File: src/rtl/cache_arb_pkg.sv
// Shared types and constants for the I/D cache miss arbiter and its block word counter.
package cache_arb_pkg;

    localparam int ADDR_W     = 16;
    localparam int DATA_W     = 16;
    localparam int BLK_WORDS  = 8;
    localparam int WORD_IDX_W = 3;
    localparam int BLK_BASE_W = 12;

    typedef enum logic [1:0] {
        ST_IDLE  = 2'd0,
        ST_WRITE = 2'd1,
        ST_FILL  = 2'd2,
        ST_DONE  = 2'd3
    } arb_state_e;

    typedef enum logic {
        TGT_I = 1'b0,
        TGT_D = 1'b1
    } fill_tgt_e;

    // Byte address of one 16-bit word inside a 16-byte block.
    function automatic logic [ADDR_W-1:0] blk_word_addr(input logic [BLK_BASE_W-1:0] base,
                                                        input logic [WORD_IDX_W-1:0] idx);
        return {base, idx, 1'b0};
    endfunction

    function automatic logic [15:0] sat_inc16(input logic [15:0] val);
        return (val == 16'hFFFF) ? val : val + 16'd1;
    endfunction

endpackage

File: src/rtl/cache_miss_arbiter_blk_word_counter.sv
// Word index within a cache block: synchronous clear, increment, and a last-word flag.
module blk_word_counter
    import cache_arb_pkg::*;
(
    input  logic                  clk,
    input  logic                  rst_n,
    input  logic                  clr,
    input  logic                  inc,
    output logic [WORD_IDX_W-1:0] cnt,
    output logic                  last
);

    logic [WORD_IDX_W-1:0] cnt_q, cnt_d;

    // Next count: clear wins over increment.
    always_comb begin
        if (clr) begin
            cnt_d = '0;
        end else if (inc) begin
            cnt_d = cnt_q + 3'd1;
        end else begin
            cnt_d = cnt_q;
        end
    end

    // Count register.
    always_ff @(posedge clk or negedge rst_n) begin
        if (!rst_n) begin
            cnt_q <= '0;
        end else begin
            cnt_q <= cnt_d;
        end
    end

    assign cnt  = cnt_q;
    assign last = (cnt_q == 3'(BLK_WORDS - 1));

endmodule

File: src/rtl/cache_miss_arbiter.sv
// Shares memory4c between I/D block fills and D write-through stores.
// Optional performance counters are enabled by defining CACHE_ARB_PERF_EN.
module cache_miss_arbiter
    import cache_arb_pkg::*;
(
    input  logic              clk,
    input  logic              rst_n,
    input  logic              i_miss,
    input  logic [ADDR_W-1:0] i_miss_addr,
    input  logic              d_miss,
    input  logic [ADDR_W-1:0] d_miss_addr,
    input  logic              d_wr_req,
    input  logic [ADDR_W-1:0] d_wr_addr,
    input  logic [DATA_W-1:0] d_wr_data,
    output logic              mem_en,
    output logic              mem_wr,
    output logic [ADDR_W-1:0] mem_addr,
    output logic [DATA_W-1:0] mem_wdata,
    input  logic [DATA_W-1:0] mem_rdata,
    input  logic              mem_valid,
    output logic [DATA_W-1:0] fill_data,
    output logic [ADDR_W-1:0] fill_addr,
    output logic              i_data_we,
    output logic              i_meta_we,
    output logic              d_data_we,
    output logic              d_meta_we,
`ifdef CACHE_ARB_PERF_EN
    output logic [15:0]       i_fill_cnt,
    output logic [15:0]       d_fill_cnt,
    output logic [15:0]       stall_cyc,
`endif
    output logic              stall
);

    arb_state_e            state_q, state_d;
    fill_tgt_e             tgt_q, tgt_d;
    logic [BLK_BASE_W-1:0] base_q, base_d;
    logic                  issue_on_q, issue_on_d;
    logic                  mem_en_q, mem_en_d, mem_wr_q, mem_wr_d;
    logic [ADDR_W-1:0]     mem_addr_q, mem_addr_d, fill_addr_q, fill_addr_d;
    logic [DATA_W-1:0]     mem_wdata_q, mem_wdata_d, fill_data_q, fill_data_d;
    logic                  i_data_we_q, i_data_we_d, i_meta_we_q, i_meta_we_d;
    logic                  d_data_we_q, d_data_we_d, d_meta_we_q, d_meta_we_d;
    logic                  cnt_clr_s, issue_inc_s, recv_inc_s, issue_last_s, recv_last_s;
    logic [WORD_IDX_W-1:0] issue_cnt_s, recv_cnt_s;
    logic                  unused_s;

    assign unused_s  = ^{i_miss_addr[3:0], d_miss_addr[3:0]};
    assign cnt_clr_s = (state_q != ST_FILL);

    blk_word_counter u_issue_cnt (
        .clk (clk), .rst_n (rst_n), .clr (cnt_clr_s), .inc (issue_inc_s),
        .cnt (issue_cnt_s), .last (issue_last_s)
    );

    blk_word_counter u_recv_cnt (
        .clk (clk), .rst_n (rst_n), .clr (cnt_clr_s), .inc (recv_inc_s),
        .cnt (recv_cnt_s), .last (recv_last_s)
    );

    // Next state and next-cycle outputs; outputs are registered, so word 0 is issued on FILL entry.
    always_comb begin
        state_d     = state_q;
        tgt_d       = tgt_q;
        base_d      = base_q;
        issue_on_d  = 1'b0;
        mem_en_d    = 1'b0;
        mem_wr_d    = 1'b0;
        mem_addr_d  = '0;
        mem_wdata_d = '0;
        fill_data_d = '0;
        fill_addr_d = '0;
        i_data_we_d = 1'b0;
        i_meta_we_d = 1'b0;
        d_data_we_d = 1'b0;
        d_meta_we_d = 1'b0;
        issue_inc_s = 1'b0;
        recv_inc_s  = 1'b0;
        case (state_q)
            ST_IDLE: begin
                if (d_wr_req) begin
                    state_d     = ST_WRITE;
                    mem_en_d    = 1'b1;
                    mem_wr_d    = 1'b1;
                    mem_addr_d  = d_wr_addr;
                    mem_wdata_d = d_wr_data;
                end else if (d_miss) begin
                    state_d    = ST_FILL;
                    tgt_d      = TGT_D;
                    base_d     = d_miss_addr[ADDR_W-1 -: BLK_BASE_W];
                    issue_on_d = 1'b1;
                    mem_en_d   = 1'b1;
                    mem_addr_d = blk_word_addr(d_miss_addr[ADDR_W-1 -: BLK_BASE_W], 3'd0);
                end else if (i_miss) begin
                    state_d    = ST_FILL;
                    tgt_d      = TGT_I;
                    base_d     = i_miss_addr[ADDR_W-1 -: BLK_BASE_W];
                    issue_on_d = 1'b1;
                    mem_en_d   = 1'b1;
                    mem_addr_d = blk_word_addr(i_miss_addr[ADDR_W-1 -: BLK_BASE_W], 3'd0);
                end else begin
                    state_d = ST_IDLE;
                end
            end
            ST_WRITE: begin
                state_d = ST_IDLE;
            end
            ST_FILL: begin
                if (issue_on_q && !issue_last_s) begin
                    issue_on_d  = 1'b1;
                    issue_inc_s = 1'b1;
                    mem_en_d    = 1'b1;
                    mem_addr_d  = blk_word_addr(base_q, issue_cnt_s + 3'd1);
                end else begin
                    issue_on_d = 1'b0;
                end
                if (mem_valid) begin
                    recv_inc_s  = 1'b1;
                    fill_data_d = mem_rdata;
                    fill_addr_d = blk_word_addr(base_q, recv_cnt_s);
                    if (tgt_q == TGT_D) begin
                        d_data_we_d = 1'b1;
                        d_meta_we_d = recv_last_s;
                    end else begin
                        i_data_we_d = 1'b1;
                        i_meta_we_d = recv_last_s;
                    end
                    state_d = recv_last_s ? ST_DONE : ST_FILL;
                end else begin
                    state_d = ST_FILL;
                end
            end
            ST_DONE: begin
                state_d = ST_IDLE;
            end
            default: begin
                state_d = ST_IDLE;
            end
        endcase
    end

    // State and registered outputs; reset drops every enable so an aborted block stays invalid.
    always_ff @(posedge clk or negedge rst_n) begin
        if (!rst_n) begin
            state_q     <= ST_IDLE;
            tgt_q       <= TGT_I;
            base_q      <= '0;
            issue_on_q  <= 1'b0;
            mem_en_q    <= 1'b0;
            mem_wr_q    <= 1'b0;
            mem_addr_q  <= '0;
            mem_wdata_q <= '0;
            fill_data_q <= '0;
            fill_addr_q <= '0;
            i_data_we_q <= 1'b0;
            i_meta_we_q <= 1'b0;
            d_data_we_q <= 1'b0;
            d_meta_we_q <= 1'b0;
        end else begin
            state_q     <= state_d;
            tgt_q       <= tgt_d;
            base_q      <= base_d;
            issue_on_q  <= issue_on_d;
            mem_en_q    <= mem_en_d;
            mem_wr_q    <= mem_wr_d;
            mem_addr_q  <= mem_addr_d;
            mem_wdata_q <= mem_wdata_d;
            fill_data_q <= fill_data_d;
            fill_addr_q <= fill_addr_d;
            i_data_we_q <= i_data_we_d;
            i_meta_we_q <= i_meta_we_d;
            d_data_we_q <= d_data_we_d;
            d_meta_we_q <= d_meta_we_d;
        end
    end

    assign mem_en    = mem_en_q;
    assign mem_wr    = mem_wr_q;
    assign mem_addr  = mem_addr_q;
    assign mem_wdata = mem_wdata_q;
    assign fill_data = fill_data_q;
    assign fill_addr = fill_addr_q;
    assign i_data_we = i_data_we_q;
    assign i_meta_we = i_meta_we_q;
    assign d_data_we = d_data_we_q;
    assign d_meta_we = d_meta_we_q;

    // Pipeline must freeze in the same cycle a miss appears; reset forces it low.
    assign stall = rst_n & ((state_q != ST_IDLE) | i_miss | d_miss);

`ifdef CACHE_ARB_PERF_EN
    logic [15:0] i_fill_cnt_q, i_fill_cnt_d, d_fill_cnt_q, d_fill_cnt_d;
    logic [15:0] stall_cyc_q, stall_cyc_d;
    logic        fill_done_s;

    assign fill_done_s = (state_q == ST_FILL) && (state_d == ST_DONE);

    // Saturating event counters.
    always_comb begin
        i_fill_cnt_d = i_fill_cnt_q;
        d_fill_cnt_d = d_fill_cnt_q;
        if (fill_done_s && (tgt_q == TGT_I)) begin
            i_fill_cnt_d = sat_inc16(i_fill_cnt_q);
        end else if (fill_done_s) begin
            d_fill_cnt_d = sat_inc16(d_fill_cnt_q);
        end else begin
            i_fill_cnt_d = i_fill_cnt_q;
        end
        stall_cyc_d = stall ? sat_inc16(stall_cyc_q) : stall_cyc_q;
    end

    // Counter registers.
    always_ff @(posedge clk or negedge rst_n) begin
        if (!rst_n) begin
            i_fill_cnt_q <= 16'h0000;
            d_fill_cnt_q <= 16'h0000;
            stall_cyc_q  <= 16'h0000;
        end else begin
            i_fill_cnt_q <= i_fill_cnt_d;
            d_fill_cnt_q <= d_fill_cnt_d;
            stall_cyc_q  <= stall_cyc_d;
        end
    end

    assign i_fill_cnt = i_fill_cnt_q;
    assign d_fill_cnt = d_fill_cnt_q;
    assign stall_cyc  = stall_cyc_q;
`endif

endmodule

File: config.mk
export PLATFORM = sky130hd
export DESIGN_NAME = cache_miss_arbiter
export DESIGN_NICKNAME = d
export VERILOG_FILES = /design/src/rtl/cache_arb_pkg.sv /design/src/rtl/cache_miss_arbiter_blk_word_counter.sv /design/src/rtl/cache_miss_arbiter.sv
export SDC_FILE = /design/constraint.sdc
export NUM_CORES = 1
export LEC_CHECK = 0
export BUFFER_PORTS_ARGS = -buffer_cell sky130_fd_sc_hd__buf_2
export CAP_MARGIN = 20
export CORE_MARGIN = 2
export CORE_UTILIZATION = 45
export CTS_BUF_LIST = sky130_fd_sc_hd__clkbuf_4 sky130_fd_sc_hd__clkbuf_8
export CTS_CLUSTER_SIZE = 28
export DETAILED_ROUTE_END_ITERATION = 10
export PLACE_DENSITY = 0.79
export SLEW_MARGIN = 20
export SYNTH_ARGS = -nofsm -noshare
export SYNTH_HDL_FRONTEND = slang
export SYNTH_HIERARCHICAL = 1
export SYNTH_SLANG_ARGS = --single-unit
File: constraint.sdc
create_clock -name clk -period 2.5 [get_ports clk]
set_input_delay 0.25 -clock clk [delete_from_list [all_inputs] [get_ports clk]]
set_output_delay 0.25 -clock clk [all_outputs]
set_load 0.02 [all_outputs]
# Word-level counts from Yosys, hierarchy flattened
# Cells that the tools add are included.
# Widths: inputs -> output; s select.
# word_totals
latchBits	0
regBits	92
mem_count	0
rom_bits	0
ramBits	0
wordCells	86
input_bits	86
output_inout_bits	71
# op_classes
addsub	2
n_eq_ne	6
magnitude_cmp	0
mux	49
n_reduce_logical	9
shift	0
div_mod_pow	0
mul	0
n_bitwise	4
# ops
cell	n
$mux 16	10
$pmux 16 s2	1
$mux 1	26
$mux 12	2
$mux 3	4
$reduce_bool 2->1	4
$add 3x1->3 const B	2
$eq 3x3->1 const B	2
$mux 2	3
$pmux 2 s3	1
$eq 2x2->1 const B	2
$pmux 1 s2	2
$reduce_and 3->1	1
$eq 2x1->1 const B	1
$logic_not 2->1	1
$ne 2x2->1 const B	1
$or 1x1->1	2
$reduce_or 2->1	1
$and 1x1->1	1
$logic_and 1x1->1	1
$logic_not 1->1	1
$not 1->1	1

# Depth between registers and ports, before layout
# Gate-level depths: netlist of the first run.
# depth
ltp_word	7
depth_mapped	7
ltp_nobuf	6

# Cells and area by module
# The synthesis of the first run kept the hierarchy.
# by_module_without_submodules
mod	area_per_inst_um2	n_inst	seq_area_each_um2	cells_each
cache_miss_arbiter	3106.7	1	2127.0	227
blk_word_counter	140.1	2	75.1	11

# Least setup slack after synthesis of the first run
# OpenSTA, ideal clock, no wires.
# synth_timing
path_type	reg2reg
start	reg u_issue_cnt.cnt_q[0], in the netlist u_issue_cnt/cnt[0]
end	reg u_issue_cnt.cnt_q[1], in the netlist u_issue_cnt/cnt[1]
slack_ns	0.623
required_ns	2.374
period_less_slack_ns	1.877
n_path_buf	1
stages_incl_launch_ff	8
arrival_time_ns	1.751
path_cell_list	dfrtp_1 ha_1 ha_1 or3b_2 inv_1 buf_6 mux2i_1 nor2_1
# synth_between
elab_chain_len	6
elab_cells_between_ends	9
# synth_rtl
item	line_no	rtl
from (decl)	cache_miss_arbiter_blk_word_counter.sv:13	logic [WORD_IDX_W-1:0] cnt_q, cnt_d;
from (signal assigned)	cache_miss_arbiter_blk_word_counter.sv:31	cnt_q <= cnt_d;
$eq 3x3->1	cache_miss_arbiter_blk_word_counter.sv:36	assign last = (cnt_q == 3'(BLK_WORDS - 1));
net issue_last_s	cache_miss_arbiter.sv:44	logic cnt_clr_s, issue_inc_s, recv_inc_s, issue_last_s, recv_last_s;
$logic_not 1->1	cache_miss_arbiter.sv:109	if (issue_on_q && !issue_last_s) begin
$logic_and 1x1->1	cache_miss_arbiter.sv:109	
$mux 1	cache_miss_arbiter.sv:109	
$mux 1	cache_miss_arbiter.sv:79	case (state_q)
net issue_inc_s	cache_miss_arbiter.sv:44	
$reduce_bool 2->1 (no line)	n/a	
# The timed path passes the listed nets, and every way through them passes these cells. The select of a mux whose other input is x is not followed.
# A chain may end at the register's enable or synchronous reset.

# Worst setup path after layout of the first run
# layout_timing
start	reg u_issue_cnt.cnt_q[0], in the netlist u_issue_cnt/cnt[0]
end	reg mem_addr_q[8], in the netlist mem_addr[8]
# layout_between
elab_chain_len	5
# layout_rtl
item	line_no	rtl
$eq 3x3->1	cache_miss_arbiter_blk_word_counter.sv:36	
net issue_last_s	cache_miss_arbiter.sv:44	
$logic_not 1->1	cache_miss_arbiter.sv:109	
$logic_and 1x1->1	cache_miss_arbiter.sv:109	
$mux 16	cache_miss_arbiter.sv:109	
$pmux 16 s2	cache_miss_arbiter.sv:79	
net mem_addr_d[8]	cache_miss_arbiter.sv:40	logic [ADDR_W-1:0] mem_addr_q, mem_addr_d, fill_addr_q, fill_addr_d;
to (signal assigned)	cache_miss_arbiter.sv:166	mem_addr_q <= mem_addr_d;
to (decl)	cache_miss_arbiter.sv:40	
# The timed path passes the listed nets, and every way through them passes these cells.

==> metrics, run 1 <==
run status finished, violations left; violated checks negative hold slack; initial DRC count slightly below 70; gr usage total 0.190; via count 2453; crit path DAT 2330 ps; Core Area 7250 µm²; LEAKAGE 2.60 nW; top cell type's share of synthesized area 0.672; Slew headroom 0.508; Post-Layout Cell Count 499; met3 Use GR 0.0534; Post-layout nets about 500; FP Rows 31; register area 2280 µm²; multi-input logic area around 1000 µm²; Clock Skew 8.94 ps; actual slew at the worst max-slew pin about 740 ps; busiest layer in global routing met2; Detail Route Antenna Nets 0; r2r endpoint mem_addr[8]$_DFF_PN0_; Post-CTS Setup Inserts 0; CP max FO 12; setup tns final 0 ps; commonest non-fill, non-tap cells in the layout 146 x buf_2, 91 x dfrtp_1, 33 x and2_1; Avg Inst Size Synth 13.6 µm²; Hold Fails Final Rpt 1; startpoint type of the worst setup path register; Routed WL 7620 µm; Synth cell types 28; sequential area share after synthesis 0.672; first-pass GRT wire length around 12000 µm; Final Power 4.39 mW; Initial Util 0.467; # fillers 581; period utilization 0.820; most common cell after layout, fill and taps aside buf_2; RSZ-0062 raised after global routing false; CTS Buf Count 9; Area Overhead vs Synth 30.7%; Synth area leaders dfrtp_1 67%, and2_1 6.1%, mux2i_1 4.7%; Chip Height 90.8 µm; CTS root buf clkbuf_8; Max Transition Viols Final 0; flop2flop setup slack ~450 ps; Critical Path Source u_issue_cnt/cnt[0]$_DFFE_PN0P_; FMAX slightly below 500 MHz; DRC errors left 0; DR pass1 iterations 4; Final setup viols 0; GPL Wtd Cong 0.799; Mapped Nets 340; Cell Count Post-Placement 483; layout cell share with drive strength beyond 1 0.430; Reg clk slew, reported paths 90 ps; initial antenna violation count 0; crit path kind reg2reg; die footprint 8240 µm²; post-DP HPWL 5380 µm; total grt overflow 0; FF-to-FF Start u_issue_cnt/cnt[0]$_DFFE_PN0P_; CP endpoint kind register; Yosys top cell by area dfrtp_1; CTS tree done; largest net degree at the start of global routing 50; CTS Sinks 91; port bufs 147; PwrDens ~990 nW/µm²; H-tree levels 3; post-synthesis cell count 249; peak supply drop 0.378 mV; worst hold margin -4.44 ps; met1 Use GR 0.238; cell area after layout roughly 4400 µm²; cell depth of the worst flop-to-flop path 6; n_diodes 0; yosys warns 6; Clock Latency Late Sink 350 ps; io pins 157; post-layout min period a little over 2000 ps; post-CTS sizing 0; hold crit path type in2async; met2 usage 0.313; Avg Vias per Cell 4.92; vias in the first global route 2436; Synth Register Bits 91; Synth Cell Area between 3000 and 4000 µm²; max_cap viols 0; worst path required time 2780 ps; die width ~91 µm; Post-DP Area 4210 µm²; wire per inst 15.3 µm; CTS hold repair buffers 0; final core occ 0.610; clock buffer depth 2
-- worst max path at each step --
stage,to,slack [ps],cells after the start
floorplan,u_issue_cnt/cnt[1]$_DFFE_PN0P_,620,7
global placement,mem_addr[14]$_DFF_PN0_,530,6
detailed placement,mem_addr[10]$_DFF_PN0_,450,6
CTS,mem_addr[8]$_DFF_PN0_,450,6
global route,mem_addr[10]$_DFF_PN0_,370,6
finish,mem_addr[8]$_DFF_PN0_,450,6
-- routing by layer --
metal / part of all wire / up-vias
met5: 0 / -
met4: 0.015 / 0
met3: 0.080 / 9
met2: 0.49 / 111
met1: 0.41 / 1183
li1: - / 1150
-- cells by family after synthesis --
logic type      count (synthesis)  synth area share
buf+inv                        20            0.0296
other cells                     1           0.00111
simple gates                   84             0.147
fa+ha+maj                       5            0.0185
xor+xnor                        3           0.00776
flops                          91             0.672
compound gates                 28            0.0720
mux                            17            0.0517
-- area by class of cell --
cell class	instances	area share
inverter	1	0.000848
tap	99	0.0280
timing repair buffer	154	0.179
clock buffer	10	0.0297
clock inverter	6	0.0201
multi-input combinational	138	0.228
sequential	91	0.515
-- critical path, cell delays in order (launching register included) --
cell	delay, ps
dfrtp_1	430
ha_1	230
ha_1	180
or3b_2	470
inv_1	230
buf_4	260
a221o_1	170
-- per-stage QoR --
stage	setup WS [ps]	hold slack (ps)
after detailed placement	455	392
after CTS	447	5.21
after global routing	370	29.3
after floorplan	623	-45.6
after global placement	532	386
final	451	-4.44
-- power breakdown --
part / total (mW) / switching (mW) / internal [mW]
registers: 1.98 / 0.156 / 1.83
clock network: 1.08 / 0.500 / 0.576
logic: 1.33 / 0.806 / 0.524
total: 4.39 / 1.46 / 2.93
-- sequential cells by signal, indices dropped and copies added (netlist names) --
name	flops
base_q	12
d_data_we	1
d_meta_we	1
fill_addr	15
fill_data	16
i_data_we	1
i_meta_we	1
issue_on_q	1
mem_addr	16
mem_en	1
mem_wdata	16
mem_wr	1
state_q	2
tgt_q	1
u_issue_cnt/cnt	3
u_recv_cnt/cnt	3
-- cells in the mapped netlist --
library cell,number
dfrtp_1,91
and2_1,33
and3_1,18
mux2i_1,16
a21o_1,12
a221o_1,12
nor4_1,12
clkbuf_1,11
nor2_1,10
buf_2,5
ha_1,5
nand2_1,3
a22o_1,2
buf_6,2
nand2b_1,2
or3_1,2
xnor2_1,2
a21boi_0,1
and3b_1,1
buf_4,1
conb_1,1
inv_1,1
mux2_4,1
nor2b_1,1
o2bb2ai_1,1
or2_0,1
or3b_2,1
xor2_1,1
Power figures use the tool's default switching activity.
==> inputs of run 2 (changes only) <==
Clock period 2.5 ns to 1.9 ns, I/O delays scaled along.
==> run 2 against run 1 <==
Net effect: the flow now finishes without violations; critical path depth stayed put; non-clock buffer count is 12 higher; die area stayed put; combinational power is 40% higher; routed wire length is 3.0% lower; count of clock-buffer cells in the layout stayed put; clock skew is 4.6 ps higher; core utilization is 1.6 points higher; flip-flop and latch count stayed put; maximum frequency is 14% higher; register-to-register slack worse by 350 ps; largest cell class unchanged.
==> metrics, run 2 (same netlist as run 1, synthesis figures left out) <==
hold path depth 2; max_cap viols 0 (unchanged); HP Start mem_rdata[12]; Max Transition Viols Final 0 (unchanged); gr usage total 0.182 (was 0.190); layout cell share with drive strength beyond 1 0.447 (was 0.430); pre-CTS WS -6.78 ps (was 455 ps); vias in the first global route 2405 (was 2436); actual slew at the worst max-slew pin 499 ps (was 738 ps); Final setup viols 0 (unchanged); Slew headroom 0.664 (was 0.508); run status finished, final reports clean (was finished, violations left); first-pass GRT wire length 11700 µm (was 12200 µm); die footprint 8240 µm² (unchanged); final core occ 0.626 (was 0.610); initial antenna violation count 0 (unchanged); period utilization 0.949 (was 0.820); Routed WL 7390 µm (was 7620 µm); total grt overflow 0 (unchanged); cell depth of the worst flop-to-flop path 6 (unchanged); most common cell after layout, fill and taps aside buf_2 (unchanged); PwrDens 1300 nW/µm² (was 992 nW/µm²); crit path DAT 2080 ps (was 2330 ps); post-DP HPWL 5440 µm (was 5380 µm); via count 2444 (was 2453); hold crit path type in2reg (was in2async); peak supply drop 0.442 mV (was 0.378 mV); Avg Vias per Cell 4.78 (was 4.92); crit path kind reg2reg (unchanged); Initial Util 0.467 (unchanged); wire per inst 14.5 µm (was 15.3 µm); H-tree levels 3 (unchanged); RSZ-0062 raised after global routing false (unchanged); FMAX 555 MHz (was 488 MHz); n_diodes 0 (unchanged); Detail Route Antenna Nets 0 (unchanged); Core Area 7250 µm² (unchanged); CTS tree done (unchanged); Reg clk slew, reported paths 90 ps (about the same); port bufs 147 (unchanged); GPL Wtd Cong 0.813 (was 0.799); largest net degree at the start of global routing 92 (was 50); LEAKAGE 2.67 nW (was 2.60 nW); Post-CTS Setup Inserts 0 (unchanged); die width 90.8 µm (unchanged); Area Overhead vs Synth 34.0% (was 30.7%); io pins 157 (unchanged); Hold Path End fill_data[12]$_DFF_PN0_; CP max FO 12 (unchanged); setup tns final 0 ps (unchanged); Chip Height 90.8 µm (unchanged); post-layout min period 1800 ps (was 2050 ps); clock buffer depth 2 (unchanged); DRC errors left 0 (unchanged); commonest non-fill, non-tap cells in the layout 146 x buf_2, 91 x dfrtp_1, 33 x and2_1 (unchanged); startpoint type of the worst setup path register (unchanged); Clock Latency Late Sink 340 ps (was 350 ps); Post-layout nets 498 (was 486); FP Rows 31 (unchanged); final worst slack 97.6 ps (was 451 ps); CTS Buf Count 9 (unchanged); Final Power 5.90 mW (was 4.39 mW); Clock Skew 13.5 ps (was 8.94 ps); Hold Fails Final Rpt 0 (was 1); initial DRC count 76 (was 68); DR pass1 iterations 5 (was 4); CTS Sinks 91 (unchanged); worst path required time 2180 ps (was 2780 ps); CP endpoint kind register (unchanged); FF-to-FF Start u_issue_cnt/cnt[1]$_DFFE_PN0P_ (was u_issue_cnt/cnt[0]$_DFFE_PN0P_); # fillers 586 (was 581); CTS root buf clkbuf_8 (unchanged); r2r endpoint mem_addr[10]$_DFF_PN0_ (was mem_addr[8]$_DFF_PN0_); flop2flop setup slack 100 ps (was 450 ps)
## run 2: cell types whose count changed in the layout (fill, tap and decap cells not counted), sizes merged
cell | before | now
clkinv | 1 | 3
buf | 154 | 165
clkinvlp | 2 | 0
dlygate4sd3 | 0 | 1
## run 2: worst max-delay path by stage
stage,start,endpoint,slack (ps)
after detailed placement,u_issue_cnt/cnt[1]$_DFFE_PN0P_,mem_addr[10]$_DFF_PN0_,-7
after global routing,u_issue_cnt/cnt[1]$_DFFE_PN0P_,mem_addr[6]$_DFF_PN0_,20
final,u_issue_cnt/cnt[1]$_DFFE_PN0P_,mem_addr[10]$_DFF_PN0_,100
after CTS,u_issue_cnt/cnt[1]$_DFFE_PN0P_,mem_addr[10]$_DFF_PN0_,50
after global placement,u_issue_cnt/cnt[1]$_DFFE_PN0P_,mem_addr[15]$_DFF_PN0_,50
after floorplan,u_issue_cnt/cnt[0]$_DFFE_PN0P_,u_issue_cnt/cnt[1]$_DFFE_PN0P_,20
## run 2: metal layers
metal  routed length [µm]  track usage  part of all wire
met5                    0            0                 0
met4                   85       0.0615             0.011
met3                  492       0.0417             0.067
met2                 3530        0.303              0.48
met1                 3280        0.236              0.44
## run 2: final cells by class
cell class                      instances  area, µm²  share of cell area
Multi-Input combinational cell        138       1010               0.222
Tap cell                               99        124              0.0273
Clock inverter                          6       87.6              0.0193
Inverter                                1       6.26             0.00138
Clock buffer                           10        138              0.0303
Sequential cell                        91       2280               0.502
Timing Repair Buffer                  166        896               0.197
## run 2: where the power goes
part	total [mW]	switching, mW	internal [mW]
Clock	1.42	0.646	0.779
Combinational	1.86	1.08	0.778
Sequential	2.61	0.206	2.41
Total	5.90	1.93	3.96
## run 2: worst max-delay path: stages (launching register included)
cell     delay (ps)
dfrtp_1         410
ha_1            190
ha_1            170
or3b_2          500
inv_4           120
buf_4           190
a221o_1         160
## run 2: metrics by stage
| step | instance area, µm² | hold WS [ps] | std cells |
|---|---|---|---|
| 4_1_cts | 4540 | 25.9 | 511 |
| 2_1_floorplan | 3390 | -106 | 249 |
| 3_5_place_dp | 4300 | 311 | 494 |
| 5_1_grt | 4540 | 27.6 | 511 |
| 3_3_place_gp | 4300 | 306 | 494 |
| 6_report | 4540 | 43.5 | 511 |
## run 2: repair_timing
| item | CTS | global route |
|---|---|---|
| hold endpoints to repair | 91 | 0 |
| resized for setup | 1 | 1 |
| endpoints found under the setup margin | 12 | 5 |
| hold buffers | 1 | 0 |
